File: config.mk
export PLATFORM = sky130hd
export DESIGN_NAME = gbuff_arbiter
export DESIGN_NICKNAME = d
export VERILOG_FILES = /design/src/rtl/gbuff_arbiter.sv
export SDC_FILE = /design/constraint.sdc
export NUM_CORES = 1
export LEC_CHECK = 0
export ABC_AREA = 1
export CAP_MARGIN = 30
export CORE_AREA = 2 2 612 614
export CTS_BUF_LIST = sky130_fd_sc_hd__clkbuf_2
export CTS_CLUSTER_DIAMETER = 40
export DETAILED_ROUTE_END_ITERATION = 10
export DIE_AREA = 0 0 614 616
export PLACE_DENSITY_LB_ADDON = 0.25
export SLEW_MARGIN = 15
export SYNTH_ARGS = -nofsm -noshare
export SYNTH_HDL_FRONTEND = slang
export SYNTH_SLANG_ARGS = --single-unit
File: constraint.sdc
create_clock -name clk -period 2.33 [get_ports clk]
set_clock_uncertainty 0.2 [all_clocks]
set_input_delay 0.466 -clock clk [delete_from_list [all_inputs] [get_ports clk]]
set_output_delay 0.466 -clock clk [all_outputs]
set_load 0.02 [all_outputs]
File: src/rtl/gbuff_arbiter.sv
// Round-robin arbiter sharing one global-buffer port among NREQ requesters.
// Bursts hold the port until last; a watchdog reclaims it from stalled owners.
module gbuff_arbiter #(
    parameter int NREQ      = 3,
    parameter int ROW_SIZE  = 5,
    parameter int WORD_SIZE = 256,
    parameter int TIMEOUT   = 15
) (
    input  logic                      clk,
    input  logic                      rst_n,
    input  logic [NREQ-1:0]           req,
    input  logic [NREQ-1:0]           last,
    input  logic [NREQ-1:0]           wr_en,
    input  logic [NREQ*ROW_SIZE-1:0]  index,
    input  logic [NREQ*WORD_SIZE-1:0] wdata,
    output logic [NREQ-1:0]           gnt,
    output logic [NREQ-1:0]           ack,
    output logic                      rvalid,
    output logic [$clog2(NREQ)-1:0]   rid,
    output logic [WORD_SIZE-1:0]      rdata,
    output logic                      to_err,
    output logic                      buf_wr_en,
    output logic [ROW_SIZE-1:0]       buf_index,
    output logic [WORD_SIZE-1:0]      buf_data_in,
    input  logic [WORD_SIZE-1:0]      buf_data_out
);

    localparam int IW = $clog2(NREQ);

    typedef enum logic {
        FREE,
        OWNED
    } state_t;

    state_t          state_q, state_d;
    logic [NREQ-1:0] gnt_q, gnt_d;
    logic [IW-1:0]   own_q, own_d;
    logic [IW-1:0]   ptr_q, ptr_d;
    logic [7:0]      stall_q, stall_d;
    logic            to_err_d;

    logic            beat;
    logic            last_beat;
    logic            rd_beat;
    logic            win_found;
    logic [IW-1:0]   win;

    function automatic logic [IW-1:0] wrap_inc(input logic [IW-1:0] x);
        return (int'(x) == NREQ - 1) ? '0 : x + IW'(1);
    endfunction

    assign beat      = (state_q == OWNED) && req[own_q];
    assign last_beat = beat && last[own_q];
    assign rd_beat   = beat && !wr_en[own_q];
    assign ack       = gnt_q & req;
    assign gnt       = gnt_q;

    // First pending requester at or after ptr, with wrap-around.
    always_comb begin
        int            j;
        logic [IW-1:0] jj;
        j         = 0;
        jj        = '0;
        win_found = 1'b0;
        win       = ptr_q;
        for (int k = 0; k < NREQ; k++) begin
            j = int'(ptr_q) + k;
            if (j >= NREQ) begin
                j = j - NREQ;
            end
            jj = IW'(j);
            if (!win_found && req[jj]) begin
                win_found = 1'b1;
                win       = jj;
            end
        end
    end

    always_comb begin
        state_d  = state_q;
        gnt_d    = gnt_q;
        own_d    = own_q;
        ptr_d    = ptr_q;
        stall_d  = stall_q;
        to_err_d = 1'b0;
        unique case (state_q)
            FREE: begin
                if (win_found) begin
                    state_d = OWNED;
                    gnt_d   = NREQ'(1) << win;
                    own_d   = win;
                    ptr_d   = wrap_inc(win);
                end
                stall_d = '0;
            end
            OWNED: begin
                if (last_beat) begin
                    stall_d = '0;
                    if (win_found) begin
                        gnt_d = NREQ'(1) << win;
                        own_d = win;
                        ptr_d = wrap_inc(win);
                    end else begin
                        state_d = FREE;
                        gnt_d   = '0;
                    end
                end else if (beat) begin
                    stall_d = '0;
                end else if (stall_q == 8'(TIMEOUT - 1)) begin
                    // This stalled cycle is the TIMEOUT-th in a row.
                    state_d  = FREE;
                    gnt_d    = '0;
                    ptr_d    = wrap_inc(own_q);
                    stall_d  = '0;
                    to_err_d = 1'b1;
                end else begin
                    stall_d = stall_q + 8'd1;
                end
            end
            default: begin
                state_d = FREE;
                gnt_d   = '0;
            end
        endcase
    end

    always_comb begin
        buf_wr_en   = 1'b0;
        buf_index   = '0;
        buf_data_in = '0;
        if (beat) begin
            buf_wr_en   = wr_en[own_q];
            buf_index   = index[own_q*ROW_SIZE +: ROW_SIZE];
            buf_data_in = wdata[own_q*WORD_SIZE +: WORD_SIZE];
        end
    end

    always_ff @(posedge clk) begin
        if (rst_n) begin
            state_q <= FREE;
            gnt_q   <= '0;
            own_q   <= '0;
            ptr_q   <= '0;
            stall_q <= '0;
            to_err  <= 1'b0;
        end else begin
            state_q <= state_d;
            gnt_q   <= gnt_d;
            own_q   <= own_d;
            ptr_q   <= ptr_d;
            stall_q <= stall_d;
            to_err  <= to_err_d;
        end
    end

    always_ff @(posedge clk) begin
        if (rst_n) begin
            rvalid <= 1'b0;
            rid    <= '0;
            rdata  <= '0;
        end else begin
            rvalid <= rd_beat;
            if (rd_beat) begin
                rid   <= own_q;
                rdata <= buf_data_out;
            end
        end
    end

endmodule

==> run_results.csv <==
group,metric,value,unit
global_route,grt_pass1_vias,30591,
sta,period_needed,4.44,ns
global_route,grt_util_met1,22.5,%
setup_path,arrival,3.77,ns
synthesis,yosysSeqAreaShare,37.2,%
global_route,grt_use_total,17.9,%
power_and_ir_drop,power_density,1100,mW/mm^2
sta,tightest_slew,0.679,ns
synthesis,synth_area,0.0149,sq mm
routing,wl_per_cell,34.8,um
synthesis,ys.flop_type,"dfxtp_1",
global_route,globalRoute.busiestLayer,"met2",
synthesis,syn-num-nets,3504,
finish,drive_gt1_share,30.1,%
routing,drc,0,
global_route,gr-total-overflow,0,
die,die_h,616,um
setup_path,worst_r2r_path_depth,15,
sta,drv_slew,0,
global_route,grt_pass1_wl,420,mm
sta,rsz0062_at_grt,"true",
synthesis,ys_ff_latch,276,
clocking,clk_path_buf_depth,4,
clocking,cts-root-buf,"clkbuf_2",
synthesis,synth_xor_area_share,0.0589,%
setup_path,worstSetupStartpoint,"own_q[0]",
placement,gp_congestion,0.970,
sta,setup_viol,802,
routing,wirelength,356,mm
setup_path,crit_path_end,"buf_data_in[86]",
setup_path,startpoint_type,"register",
job,max_cap_viol_count,0,
synthesis,synth_adder_area_share,0.421,%
die,dieArea,0.378,sq mm
clocking,cts_tree,"built",
synthesis,synth_compound_area_share,20.6,%
finish,multi_input_area,0.0122,sq mm
sta,fin_ws,-2.11,ns
synthesis,netlist_top_cells_count,"nand2_1, nor2_1, dfxtp_1",
power_and_ir_drop,ir_worst_vdd,0.575,mV
run_status,violations,"setup timing",
synthesis,synthSimpleGateAreaFrac,35.5,%
global_route,grtUsageMet2,30.3,%
sta,finalSetupTns,-762.52,ns
routing,num_vias,30744,
setup_path,r2r-start,"own_q[0]",
placement,dp_slack,-1.35,ns
placement,portBuffers,1577,
routing,post_drt_via_cell_ratio,3.01,
die,pin_count,1578,
run_status,status,"finished with violations",
die,die_w,614,um
global_route,grt_max_degree,48,
min_path,hold_class,"input port to register",
synthesis,ys_async_sr_fraction,0,%
routing,dr.pass1.iters,5,
setup_path,r2r-end,"rdata[192]",
clocking,cts_sinks,276,
finish,regArea,0.00553,sq mm
clocking,holdBufCountCts,497,
synthesis,synth_area_leaders,"dfxtp_1, nand2_1, nor2_1",
finish,fillerInstances,42358,
die,start_util,4.00,%
synthesis,yosysTopAreaCellShare,37.2,%
die,core_region_area,0.371,sq mm
setup_path,worstSetupPathType,"register to output pin",
setup_path,required,1.66,ns
clocking,cts_made_buffers,106,
synthesis,synth-edff-count,0,
routing,drt_iter0_markers,1897,
clocking,cts.clk_slew.worst_paths,0.10,ns
setup_path,crit_path_max_fanout,8,
setup_path,r2r_slack,-0.65,ns
synthesis,yosysMostFrequentCell,"nand2_1",
global_route,antenna_found_initial,286,
sta,hold_viol,0,
sta,slew_headroom,54.3,%
synthesis,syn_area_per_cell,6.07,sq um
routing,drt.antenna.violating_nets,0,
setup_path,end_kind,"output pin",
placement,hpwl,310,mm
clocking,htree_levels,3,
sta,fmax,225,MHz
synthesis,synth_mux_area_share,0,%
power_and_ir_drop,p_leak,0.0200,uW
synthesis,yosys_warnings,0,
synthesis,synth_top_family_by_area,"simple AND/OR/NAND/NOR gates",
synthesis,ys_types,26,
sta,fin_crit_sh,190,%
die,row_count,224,
global_route,gr-usage-met3,4.96,%
finish,fin_nets,6192,
synthesis,synthCells,2449,
finish,area_growth,276,%
synthesis,yosysTopAreaCell,"dfxtp_1",
clocking,insertion_delay,1.48,ns
-- layout make-up --
| class | instances | area share, % |
|---|---|---|
| repair buffers | 2781 | 55.0 |
| inverters | 32 | 0.246 |
| flip-flops and latches | 276 | 9.90 |
| multi-input cells | 1940 | 21.9 |
| well taps | 4972 | 11.1 |
| diodes | 46 | 0.206 |
| clock inverters | 48 | 0.488 |
| clock buffers | 128 | 1.15 |
-- placed cells by master, fill, tap and decap left out, drive strengths merged --
cell type | Yosys | final
a21oi | 15 | 15
bufinv | 0 | 3
buf | 59 | 1018
xnor2 | 1 | 1
ha | 5 | 5
clkdlybuf4s50 | 0 | 1240
nand4 | 1 | 1
clkinv | 1 | 44
o21ai | 265 | 265
nand2 | 830 | 830
nor4 | 3 | 3
dlygate4sd3 | 0 | 497
nor3b | 2 | 2
nand3 | 23 | 23
nor3 | 3 | 3
clkbuf | 142 | 149
o21bai | 1 | 1
a22o | 1 | 1
dfxtp | 276 | 276
nor2 | 528 | 528
diode | 0 | 46
inv | 31 | 33
a221oi | 1 | 1
a31oi | 261 | 261
bufbuf | 0 | 5
-- worst max-delay path, stage by stage (launching register included) --
cell	delay, ns
dfxtp_2	0.34
buf_6	0.12
nor2_4	0.16
buf_12	0.17
nand2_4	0.06
nand3_4	0.07
nand2_4	0.07
buf_12	0.18
buf_16	0.18
buf_16	0.17
a31oi_4	0.46
buf_12	0.20
-- state kept, by name, indices dropped and copies added, names as in the netlist --
signal / cells
rvalid: 1
ptr_q: 2
own_q: 2
stall_q: 8
rid: 2
state_q: 1
gnt: 3
rdata: 256
to_err: 1
-- kinds of logic after synthesis --
kind of cell               count (synthesis)
AOI/OAI and AO/OA                        544
xor gates and xnor gates                   1
buffers and inverters                    233
DFF                                      276
adders and majority gates                  5
and+or+nand+nor                         1390
-- stage by stage --
stage | utilization, % | area, sq um | std cells | power, uW | hold WS, ns
2_1_floorplan | - | 16100 | 2449 | 19300 | 0.230
3_3_place_gp | 11.8 | 43900 | 9336 | 46200 | 0.243
3_5_place_dp | 11.8 | 43900 | 9336 | 46000 | 0.254
4_1_cts | 14.3 | 53100 | 10087 | 58400 | -0.325
5_1_grt | 15.0 | 55800 | 10196 | 64400 | -0.134
6_report | 15.0 | 55900 | 10223 | 61500 | 0.0805
-- power by group --
part | leakage, uW | internal, uW | total (uW) | switching, uW
Combinational | 0.0171 | 21400 | 49500 | 28000
Sequential | 0.00226 | 6100 | 7060 | 955
Clock | 0.000667 | 1880 | 4920 | 3040
Total | 0.0200 | 29400 | 61500 | 32000
-- worst min path at each step --
| stage | slack, ns | cells past startpoint | end | start |
|---|---|---|---|---|
| global route | -0.13 | 9 | to_err | req[1] |
| detailed placement | 0.25 | 1 | stall_q[0] | stall_q[0] |
| global placement | 0.24 | 1 | stall_q[0] | stall_q[0] |
| floorplan | 0.23 | 1 | stall_q[0] | stall_q[0] |
| finish | 0.08 | 9 | to_err | req[1] |
| CTS | -0.33 | 9 | to_err | req[0] |
-- per-layer routing --
metal / share of wire (%) / routed length, um
met3: 7.4 / 26500
met2: 47 / 167000
met5: 0.13 / 453
met4: 2.7 / 9640
met1: 43 / 152000
-- repair_timing --
item / 4_1_cts / 5_1_grt
buffers inserted: 51 / 80
gates resized for setup: 586 / 364
pin swaps: 47 / 55
hold endpoints to repair: 276 / 3
gates cloned: 30 / 23
setup endpoints to repair: 803 / 803
Note: power is estimated with default switching activity, not from simulation.
